<file path="config.mk">
export PLATFORM = sky130hd
export DESIGN_NAME = chr_sram_arbiter
export DESIGN_NICKNAME = d
export VERILOG_FILES = /design/src/rtl/chr_sram_arbiter.sv
export SDC_FILE = /design/constraint.sdc
export NUM_CORES = 1
export LEC_CHECK = 0
export CAP_MARGIN = 15
export CORE_MARGIN = 2
export CORE_UTILIZATION = 30
export CTS_BUF_LIST = sky130_fd_sc_hd__clkbuf_4 sky130_fd_sc_hd__clkbuf_8 sky130_fd_sc_hd__clkbuf_16
export DETAILED_ROUTE_END_ITERATION = 12
export MAX_ROUTING_LAYER = met4
export PLACE_DENSITY_LB_ADDON = 0.2
export SLEW_MARGIN = 40
export SYNTH_ARGS = -nofsm -noshare
export SYNTH_HDL_FRONTEND = slang
export SYNTH_SLANG_ARGS = --single-unit
</file>
<file path="constraint.sdc">
create_clock -name i_clk -period 3.1 [get_ports i_clk]
set_clock_uncertainty 0.15 [all_clocks]
set_input_delay 0.62 -clock i_clk [delete_from_list [all_inputs] [get_ports i_clk]]
set_output_delay 0.62 -clock i_clk [all_outputs]
set_load 0.02 [all_outputs]
</file>
<file path="src/rtl/chr_sram_arbiter.sv">
// CHR SRAM owner: loader passthrough during boot, then fixed-length byte accesses
// arbitrated between PPU pattern reads and CPU CHR-RAM reads/writes.
module chr_sram_arbiter #(
    parameter int ACC_CYCLES = 2
) (
    input  logic        i_clk,
    input  logic        i_rstn,
    input  logic        i_ld_done,
    input  logic [19:0] i_ld_addr,
    input  logic [15:0] i_ld_wdata,
    input  logic        i_ld_oe_n,
    input  logic        i_ld_we_n,
    input  logic        i_ld_ub_n,
    input  logic        i_ld_lb_n,
    input  logic        i_ppu_req,
    input  logic [19:0] i_ppu_addr,
    output logic        o_ppu_ack,
    output logic [7:0]  o_ppu_rdata,
    input  logic        i_cpu_req,
    input  logic        i_cpu_we,
    input  logic [19:0] i_cpu_addr,
    input  logic [7:0]  i_cpu_wdata,
    output logic        o_cpu_ack,
    output logic [7:0]  o_cpu_rdata,
    output logic [19:0] o_sram_addr,
    output logic [15:0] o_sram_wdata,
    input  logic [15:0] i_sram_rdata,
    output logic        o_sram_oe_n,
    output logic        o_sram_we_n,
    output logic        o_sram_ub_n,
    output logic        o_sram_lb_n
);

    typedef enum logic [1:0] {
        ST_BOOT = 2'd0,
        ST_IDLE = 2'd1,
        ST_ACC  = 2'd2
    } state_t;

    localparam logic [3:0] LAST_CNT = 4'(ACC_CYCLES - 1);
    localparam logic [3:0] PRE_LAST_CNT = 4'(ACC_CYCLES - 2);

    // Image is plane-interleaved: byte address bit 3 picks the 16-bit lane.
    function automatic logic [19:0] word_addr(input logic [19:0] a);
        return {1'b0, a[19:4], a[2:0]};
    endfunction

    function automatic logic [7:0] lane_byte(input logic [15:0] d, input logic upper);
        return upper ? d[15:8] : d[7:0];
    endfunction

    state_t      state_r;
    logic [3:0]  cnt_r;
    logic        last_ppu_r;
    logic        cur_cpu_r;
    logic        cur_upper_r;
    logic [19:0] sram_addr_r;
    logic [15:0] sram_wdata_r;
    logic        sram_oe_n_r;
    logic        sram_we_n_r;
    logic        sram_ub_n_r;
    logic        sram_lb_n_r;
    logic        ppu_ack_r;
    logic        cpu_ack_r;
    logic [7:0]  ppu_rdata_r;
    logic [7:0]  cpu_rdata_r;

    logic        gnt_ppu_s;
    logic        gnt_any_s;
    logic [19:0] gnt_addr_s;
    logic        gnt_we_s;
    logic        boot_s;

    // Arbitration: PPU wins a tie unless it had the previous grant.
    always_comb begin
        gnt_ppu_s  = 1'b0;
        gnt_addr_s = 20'd0;
        gnt_we_s   = 1'b0;
        gnt_any_s  = i_ppu_req | i_cpu_req;
        if (i_ppu_req && (!i_cpu_req || !last_ppu_r)) begin
            gnt_ppu_s  = 1'b1;
            gnt_addr_s = i_ppu_addr;
            gnt_we_s   = 1'b0;
        end else begin
            gnt_ppu_s  = 1'b0;
            gnt_addr_s = i_cpu_addr;
            gnt_we_s   = i_cpu_we;
        end
    end

    // Boot/idle/access sequencer with registered SRAM controls and acks.
    always_ff @(posedge i_clk or negedge i_rstn) begin
        if (!i_rstn) begin
            state_r      <= ST_BOOT;
            cnt_r        <= 4'd0;
            last_ppu_r   <= 1'b0;
            cur_cpu_r    <= 1'b0;
            cur_upper_r  <= 1'b0;
            sram_addr_r  <= 20'd0;
            sram_wdata_r <= 16'd0;
            sram_oe_n_r  <= 1'b1;
            sram_we_n_r  <= 1'b1;
            sram_ub_n_r  <= 1'b1;
            sram_lb_n_r  <= 1'b1;
            ppu_ack_r    <= 1'b0;
            cpu_ack_r    <= 1'b0;
            ppu_rdata_r  <= 8'd0;
            cpu_rdata_r  <= 8'd0;
        end else begin
            ppu_ack_r <= 1'b0;
            cpu_ack_r <= 1'b0;
            case (state_r)
                ST_BOOT: begin
                    if (i_ld_done) begin
                        state_r <= ST_IDLE;
                    end else begin
                        state_r <= ST_BOOT;
                    end
                end
                ST_IDLE: begin
                    sram_oe_n_r <= 1'b1;
                    sram_we_n_r <= 1'b1;
                    sram_ub_n_r <= 1'b1;
                    sram_lb_n_r <= 1'b1;
                    // Skip the ack cycle so the requester can drop req first.
                    if (!ppu_ack_r && !cpu_ack_r && gnt_any_s) begin
                        state_r     <= ST_ACC;
                        cnt_r       <= 4'd0;
                        cur_cpu_r   <= !gnt_ppu_s;
                        cur_upper_r <= gnt_addr_s[3];
                        sram_addr_r <= word_addr(gnt_addr_s);
                        sram_oe_n_r <= gnt_we_s;
                        sram_we_n_r <= !gnt_we_s;
                        sram_ub_n_r <= !gnt_addr_s[3];
                        sram_lb_n_r <= gnt_addr_s[3];
                        if (!gnt_ppu_s) begin
                            sram_wdata_r <= {i_cpu_wdata, i_cpu_wdata};
                        end else begin
                            sram_wdata_r <= sram_wdata_r;
                        end
                    end else begin
                        state_r <= ST_IDLE;
                    end
                end
                ST_ACC: begin
                    cnt_r <= cnt_r + 4'd1;
                    if (cnt_r == LAST_CNT) begin
                        state_r     <= ST_IDLE;
                        cnt_r       <= 4'd0;
                        last_ppu_r  <= !cur_cpu_r;
                        sram_oe_n_r <= 1'b1;
                        sram_we_n_r <= 1'b1;
                        sram_ub_n_r <= 1'b1;
                        sram_lb_n_r <= 1'b1;
                        if (cur_cpu_r) begin
                            cpu_ack_r <= 1'b1;
                            if (sram_oe_n_r == 1'b0) begin
                                cpu_rdata_r <= lane_byte(i_sram_rdata, cur_upper_r);
                            end else begin
                                cpu_rdata_r <= cpu_rdata_r;
                            end
                        end else begin
                            ppu_ack_r   <= 1'b1;
                            ppu_rdata_r <= lane_byte(i_sram_rdata, cur_upper_r);
                        end
                    end else if (cnt_r == PRE_LAST_CNT) begin
                        // Last cycle of a write holds address/data with we_n released.
                        sram_we_n_r <= 1'b1;
                    end else begin
                        sram_we_n_r <= sram_we_n_r;
                    end
                end
                default: begin
                    state_r <= ST_BOOT;
                end
            endcase
        end
    end

    assign boot_s       = (state_r == ST_BOOT);
    assign o_sram_addr  = boot_s ? i_ld_addr  : sram_addr_r;
    assign o_sram_wdata = boot_s ? i_ld_wdata : sram_wdata_r;
    assign o_sram_oe_n  = boot_s ? i_ld_oe_n  : sram_oe_n_r;
    assign o_sram_we_n  = boot_s ? i_ld_we_n  : sram_we_n_r;
    assign o_sram_ub_n  = boot_s ? i_ld_ub_n  : sram_ub_n_r;
    assign o_sram_lb_n  = boot_s ? i_ld_lb_n  : sram_lb_n_r;
    assign o_ppu_ack    = ppu_ack_r;
    assign o_cpu_ack    = cpu_ack_r;
    assign o_ppu_rdata  = ppu_rdata_r;
    assign o_cpu_rdata  = cpu_rdata_r;

endmodule

</file>
Word-level counts from Yosys, hierarchy flattened. Index checks and enable logic that the tools add are counted.

Bits in registers: 66. Input port bits: 110. Output and inout bits: 58. Word-level logic and storage cells: 83.

Add/sub/neg operators: 1. Eq/ne operators: 6. Mux-type cells: 34. Bitwise gates (word level): 4. Reductions and logical operators: 23.

Operators by type and width (count): two-way mux 20 bit (2); two-way mux 1 bit (20); two-way mux 16 bit (1); AND reduction 2 bit (5); zero test 1 bit (8); two-way mux 4 bit (2); two-way mux 8 bit (1); one-hot mux 1 bit (2 select lines) (4); one-hot mux 4 bit (2 select lines) (1); one-hot mux 2 bit (3 select lines) (1); AND reduction 3 bit (2); adder 4 x 1 -> 4 bit, second input constant (1); equality test 4 x 1 -> 1 bit, second input constant (1); zero test 4 bit (1); two-way mux 2 bit (2); inequality test 2 bit, second input constant (2); AND reduction 4 bit (1); logical AND 1 bit (3); inequality test 3 bit, second input constant (1); inverter 1 bit (3); equality test 2 x 1 -> 1 bit, second input constant (1); equality test 2 bit, second input constant (1); zero test 2 bit (1); nonzero test 2 bit (1); other kinds (2) (2).

Depth between registers and ports, before layout. Gate-level depths: netlist of the first run.

Word-level depth: 7. Gate-level depth with buffers: 6. Gate-level depth less buffers: 3.

Worst setup path after synthesis of the first run. OpenSTA, ideal clock, no wires.

Kind: register -> register. Start: reg cnt_r[1]. End: reg cpu_rdata_r[0] (netlist: o_cpu_rdata[0]). Setup time: 125 ps. Arrival time: 1908 ps. Data required time: 2825 ps. Path slack: 917 ps. Cell stages (with the launch flop): 6. Buffers on the path: 2. Period minus slack after synthesis: 2183 ps. Path through: dfrtp_1 or4b_1 buf_2 or4_4 buf_6 mux2_4.

Longest elaborated chain between the ends: 2.

RTL lines: start, declared (RTL line 53) `logic [3:0] cnt_r;`; start signal, assigned (RTL line 146) `cnt_r <= cnt_r + 4'd1;`; equality test 4 x 1 -> 1 bit (RTL line 147) `if (cnt_r == LAST_CNT) begin`; AND reduction 4 bit (no line); end signal, assigned (RTL line 158) `cpu_rdata_r <= lane_byte(i_sram_rdata, cur_upper_r);`; end signal, assigned (RTL line 160) `cpu_rdata_r <= cpu_rdata_r;`; end, declared (RTL line 66) `logic [7:0] cpu_rdata_r;`.

Every way passes these cells. A chain may end at the register's enable or synchronous reset.

Worst setup path after layout of the first run.
Start: reg state_r[0]. End: out o_sram_wdata[6].

Longest elaborated chain between the ends: 2.

RTL lines: start, declared (RTL line 52) `state_t state_r;`; start signal, assigned (RTL line 94) `state_r <= ST_BOOT;`; start signal, assigned (RTL line 115) `state_r <= ST_IDLE;`; start signal, assigned (RTL line 117) `state_r <= ST_BOOT;`; zero test 2 bit (RTL line 180) `assign boot_s = (state_r == ST_BOOT);`; two-way mux 16 bit (RTL line 182) `assign o_sram_wdata = boot_s ? i_ld_wdata : sram_wdata_r;`; end, declared (RTL line 26) `output logic [15:0] o_sram_wdata,`.

Every way passes these cells.

==> results.cfg, run 1 <==
[finish]
fin_nets = 587
syn_to_final_growth_pct = 66.0
stdcell_count = 618
drive_gt1_share_pct = 22.6
diodes = 0

[worst_setup_path]
critical_path.top_delay_family = buffers and inverters
cp.required_ns = 2.33
worstReg2RegStart = cnt_r[1]
max_stage_delay_ns = 0.61
crit_start = state_r[0]
path_class = flop to primary output
critical-path-slowest-cell = clkdlybuf4s50_1
cp_num_buf_inv = 2
cpMostUsedCell = nand2_1
startpoint_type = flop
path_max_fanout = 30
cp-end-kind = primary output
arrival_ns = 2.09
worstPathCellList = nor2_2 -> buf_4 -> nand2_1 -> nand2_1 -> clkdlybuf4s50_1

[detailed_routing]
avgRoutedWirePerCell_microns = 14.2
wirelength_mm = 8.79
post-route-drc-count = 0
num_vias = 2822
drt_iter0_drc = 122
firstDrtPassIters = 6
antenna_left = 0
vias_per_cell = 4.57

[sta]
fin_ws_ns = 0.244
finalMaxSlewViolations = 0
setup_tns_ns = 0
rsz0062_at_grt = no
finalHoldViolations = 0
finalSetupViolations = 0
worstMarginPinSlew_ns = 0.557
whs_ns = 0.0731
max_freq_mhz = 350
finalCriticalPeriod_ns = 2.86
slew_headroom_pct = 62.8
finalCritPeriodShare_pct = 92.1

[clock_network]
tritoncts = yes
clk_path_buf_depth = 2
postCtsHoldBufs = 0
clk_pin_slew_ns = 0.06
cts_buffers = 9
cts.htree.levels = 3
cts_sinks = 58
clk_latency_ns = 0.33
cts_root_buf = clkbuf_8
post-cts-setup-buffers = 0

[power_and_ir_drop]
pwr-share-clk_pct = 14.9
switching_power_uw = 2030
p_int_uw = 3160
power_density_nw_per_um2 = 1000
seqPwrFrac_pct = 26.6
p_comb_share_pct = 58.5
p_leak_uw = 0.00227
irDropWorstVdd_uv = 528
switching_share_pct = 39.1

[floorplan]
die_w_microns = 106
coreArea_sq_um = 10200
start_util_pct = 30.6
ios = 168
die_h_microns = 106
rows = 37
dieArea_sq_um = 11300

[global_routing]
gr-total-overflow = 0
grt_pass1_vias = 3044
antenna_found_initial = 0
grt_max_degree = 59
track_usage_pct = 16.7
grt_pass1_wl_mm = 14.5

[synthesis]
async_flop_share_pct = 100
synth_cells = 311
syn-cell-area_sq_um = 3130
synth_edf_count = 0
syn_avg_cell_area_sq_um = 10.1
synth_nets = 421
yosysSeqAreaShare_pct = 46.6
ys.flop_type = dfrtp_1
yosys_warnings = 0
ys_types = 38
synth-seq-cells = 58

[placement]
io_buffers = 167
dp.cells = 601
dp_hpwl_mm = 6.70
dpl_worst_slack_ns = 0.374
gp_congestion = 0.766

[min_path]
min_path_type = primary input to async pin

[status]
status = finished clean

[flow_run]
drv_cap = 0
final cells by class:
class                           instances  area (sq um)
Inverter                                2          7.51
Fill cell                             937          5040
Clock inverter                          5          77.6
Clock buffer                           11           145
Tap cell                              136           170
Timing Repair Buffer                  175          1740
Sequential cell                        58          1460
Multi-Input combinational cell        231          1600
final timing paths:
check | slack (ns) | cells after the start | to
worst max register to register | 0.79 | 3 | o_cpu_rdata[1]
worst max-delay path | 0.24 | 5 | o_sram_wdata[6]
worst min register to register | 0.36 | 1 | o_ppu_rdata[5]
max in group asynchronous | 2.18 | 3 | sram_ub_n_r
min in group i_clk | 0.36 | 1 | o_ppu_rdata[5]
worst min-delay path | 0.07 | 2 | o_ppu_rdata[7]
layout by cell type, fill, tap and decap left out, types with 2 or more instances in the layout:
cell type and n:
nand2_1 110, a21oi_1 4, dfrtp_1 54, a31oi_1 2
inv_1 2, dfstp_2 4, mux2i_1 2, clkdlybuf4s50_1 166
mux2_4 8, nor2b_1 3, and2_1 2, nor3_1 2
buf_4 7, a211oi_1 3, o21ai_0 4, bufinv_16 2
nor2_1 3, clkinv_2 2, mux2_2 62, a41oi_1 2
nand2b_1 4, nand4b_1 2, clkbuf_8 10
cell usage after synthesis (2+ instances only):
master    instances  area (sq um)
a211oi_1          3          22.5
a21oi_1           4          20.0
a31oi_1           2          12.5
a41oi_1           2          17.5
and2_1            2          12.5
buf_2             2          10.0
clkbuf_1         16          60.1
dfrtp_1          54          1350
dfstp_2           4           105
inv_1             2          7.51
mux2_2           62           698
mux2_4            8           120
mux2i_1           2          20.0
nand2_1         110           413
nand2b_1          4          25.0
nand4b_1          2          17.5
nor2_1            4          15.0
nor2b_1           3          18.8
nor3_1            2          10.0
o21ai_0           4          20.0
or2_2             2          12.5
through the flow:
stage | power [uW] | util [%] | instance area (sq um)
after CTS | 5250 | 50.5 | 5170
after global placement | 4410 | 48.3 | 4940
after global routing | 5550 | 50.7 | 5190
after detailed placement | 4450 | 48.3 | 4950
after floorplan | 3110 | - | 3130
final | 5190 | 50.7 | 5190
cells by family (layout without fill, tap and decap cells):
group | Yosys count | in the layout | synth area share, %
buf+inv | 22 | 193 | 2.96
flops | 58 | 58 | 46.6
compound gates | 21 | 21 | 4.56
simple gates | 138 | 138 | 19.1
mux | 72 | 72 | 26.8
registers in the layout (all words and copies together) (netlist names):
name / cells
state_r: 2
sram_ub_n_r: 1
cur_upper_r: 1
sram_lb_n_r: 1
last_ppu_r: 1
cur_cpu_r: 1
cnt_r: 4
o_cpu_ack: 1
sram_we_n_r: 1
o_ppu_rdata: 8
o_cpu_rdata: 8
o_ppu_ack: 1
sram_oe_n_r: 1
sram_wdata_r: 8
sram_addr_r: 19
metal layers:
metal  vias up  GRT usage, %  part of all wire, %
met2        75          29.4                   53
li1       1373             -                    -
met4         0          6.20                  1.5
met1      1365          19.6                   41
met3         9          2.02                  3.7
met5         -             -                    0
power by group through the flow:
| stage | Clock [uW] | Combinational (uW) | Sequential, uW |
|---|---|---|---|
| after global placement | 0 | 3040 | 1380 |
| after detailed placement | 0 | 3060 | 1390 |
| after floorplan | 0 | 1680 | 1420 |
| after global routing | 833 | 3290 | 1430 |
| final | 775 | 3030 | 1380 |
| after CTS | 799 | 3070 | 1380 |
worst register-to-register path, delay by kind of cell, from the launching register on:
| kind | cells | cell delay (ns) |
|---|---|---|
| AND/OR/NAND/NOR | 2 | 1.26 |
| flip-flops | 1 | 0.44 |
| multiplexers | 1 | 0.34 |
timing repair:
item | 4_1_cts | 5_1_grt
endpoints found under the setup margin | 0 | 39
gates resized for setup | 0 | 1
endpoints found under the hold margin | 0 | 0
Power figures use the tool's default switching activity.
==> run 2: changes to the inputs <==
--- a/config.mk
+++ b/config.mk
@@ -12,6 +12,7 @@
 export DETAILED_ROUTE_END_ITERATION = 12
 export MAX_ROUTING_LAYER = met4
 export PLACE_DENSITY_LB_ADDON = 0.2
+export SKIP_LAST_GASP = 1
 export SLEW_MARGIN = 40
 export SYNTH_ARGS = -nofsm -noshare
 export SYNTH_HDL_FRONTEND = slang
==> results of run 2 <==
No change in the layout: final DEF, timing and power equal those of run 1.
==> run 3: changes to the inputs <==
--- a/config.mk
+++ b/config.mk
@@ -6,6 +6,7 @@
 export NUM_CORES = 1
 export LEC_CHECK = 0
 export CAP_MARGIN = 15
+export CORE_ASPECT_RATIO = 1.2
 export CORE_MARGIN = 2
 export CORE_UTILIZATION = 30
 export CTS_BUF_LIST = sky130_fd_sc_hd__clkbuf_4 sky130_fd_sc_hd__clkbuf_8 sky130_fd_sc_hd__clkbuf_16
==> results.cfg, run 3 (synthesis results as in run 1) <==
[sta]
finalSetupViolations = 0
rsz0062_at_grt = no
max_freq_mhz = 337
finalMaxSlewViolations = 0
finalHoldViolations = 0
finalCriticalPeriod_ns = 2.96
setup_tns_ns = 0
worstMarginPinSlew_ns = 0.562
slew_headroom_pct = 62.4
fin_ws_ns = 0.135
finalCritPeriodShare_pct = 95.6
whs_ns = 0.0544

[worst_setup_path]
worstReg2RegStart = cnt_r[1]
path_class = flop to primary output
cp.required_ns = 2.33
max_stage_delay_ns = 0.61
path_max_fanout = 19
startpoint_type = flop
arrival_ns = 2.19
critical-path-slowest-cell = clkdlybuf4s50_1
worstReg2RegEnd = o_cpu_rdata[0]
worstPathCellList = or2_2 -> buf_4 -> nand2_1 -> nand2_1 -> clkdlybuf4s50_1
cpMostUsedCell = nand2_1
cp-end-kind = primary output
ff2ff_setup_slack_ns = 0.79
r2r_cells = 3

[floorplan]
dieArea_sq_um = 11300
ios = 168
start_util_pct = 31.1
rows = 40
die_h_microns = 116
die_w_microns = 97.2
coreArea_sq_um = 10100

[min_path]
min_path_type = primary input to async pin

[clock_network]
clk_pin_slew_ns = 0.05
post-cts-setup-buffers = 0
ctsResizeCount = 0
cts.htree.levels = 3
cts_buffers = 9
clk_path_buf_depth = 2
cts_root_buf = clkbuf_16
postCtsHoldBufs = 0
tritoncts = yes
clk_latency_ns = 0.31
cts_sinks = 58

[placement]
dpl_worst_slack_ns = 0.459
gp_congestion = 0.762
dp.cells = 594
dp_hpwl_mm = 7.13
io_buffers = 167

[finish]
largest-register = sram_addr_r
final_util_pct = 51.8
syn_to_final_growth_pct = 66.5
largest_register_ffs = 19
seqCellArea_sq_um = 1460
multi_input_area_sq_um = 1590
drive_gt1_share_pct = 22.3
final_common_cell = clkdlybuf4s50_1
diodes = 0
stdcell_count = 606
fin_nets = 589
fillerInstances = 909
layout_common_cells = clkdlybuf4s50_1 (166), nand2_1 (110), mux2_2 (62)

[detailed_routing]
drt_iter0_drc = 116
firstDrtPassIters = 4
avgRoutedWirePerCell_microns = 15.2
wirelength_mm = 9.19
num_vias = 2809
post-route-drc-count = 0
vias_per_cell = 4.64
antenna_left = 0

[global_routing]
grt_pass1_wl_mm = 14.3
grt_pass1_vias = 2930
gr-total-overflow = 0
antenna_found_initial = 0
grt_max_degree = 28
track_usage_pct = 16.5

[flow_run]
drv_cap = 0

[status]
status = finished clean

[power_and_ir_drop]
p_leak_uw = 0.00229
irDropWorstVdd_uv = 487
power_density_nw_per_um2 = 1020
run 3: changes by cell type in the layout (fill, tap and decap cells not counted), sizes merged:
cell and change:
buf +2, bufinv -2, clkinv -1, clkinvlp -1
run 3: cell type report:
cell class | instances | share of cell area, %
Timing Repair Buffer | 177 | 33.4
Multi-Input combinational cell | 231 | 30.6
Sequential cell | 58 | 28.0
Clock buffer | 11 | 4.73
Tap cell | 126 | 3.03
Inverter | 2 | 0.144
Clock inverter | 1 | 0.0961
run 3: per-layer routing:
metal	track usage (%)	wire length [microns]	share of wire (%)
met2	29.6	4910	53
met5	-	0	0
met4	5.83	84	0.91
met3	3.02	408	4.4
met1	18.7	3780	41
run 3: power by group:
| group | switching [uW] | leakage, uW | internal (uW) |
|---|---|---|---|
| Clock | 301 | 0.000127 | 549 |
| Sequential | 252 | 0.000694 | 1140 |
| Combinational | 1520 | 0.00147 | 1560 |
| Total | 2070 | 0.00229 | 3250 |
run 3: worst max path at each step:
stage | start | endpoint | slack, ns | cells past startpoint
global route | state_r[1] | o_sram_addr[14] | 0.0006 | 5
CTS | state_r[1] | o_sram_addr[18] | 0.11 | 5
global placement | i_cpu_req | sram_addr_r[10] | 0.24 | 4
detailed placement | state_r[1] | o_sram_addr[8] | 0.46 | 5
floorplan | cnt_r[1] | o_cpu_rdata[0] | 0.92 | 5
finish | state_r[1] | o_sram_addr[2] | 0.14 | 5
run 3: per-stage QoR:
stage          area [sq um]  total power, uW
3_3_place_gp           4950             4460
4_1_cts                5210             5380
6_report               5210             5320
2_1_floorplan          3130             3110
5_1_grt                5210             5650
3_5_place_dp           4960             4500
run 3: critical path: cells and delay by family, from the launching register on:
kind                   cells  cell delay [ns]
buffers and inverters      2             0.84
and+or+nand+nor            3             0.55
DFF                        1             0.49
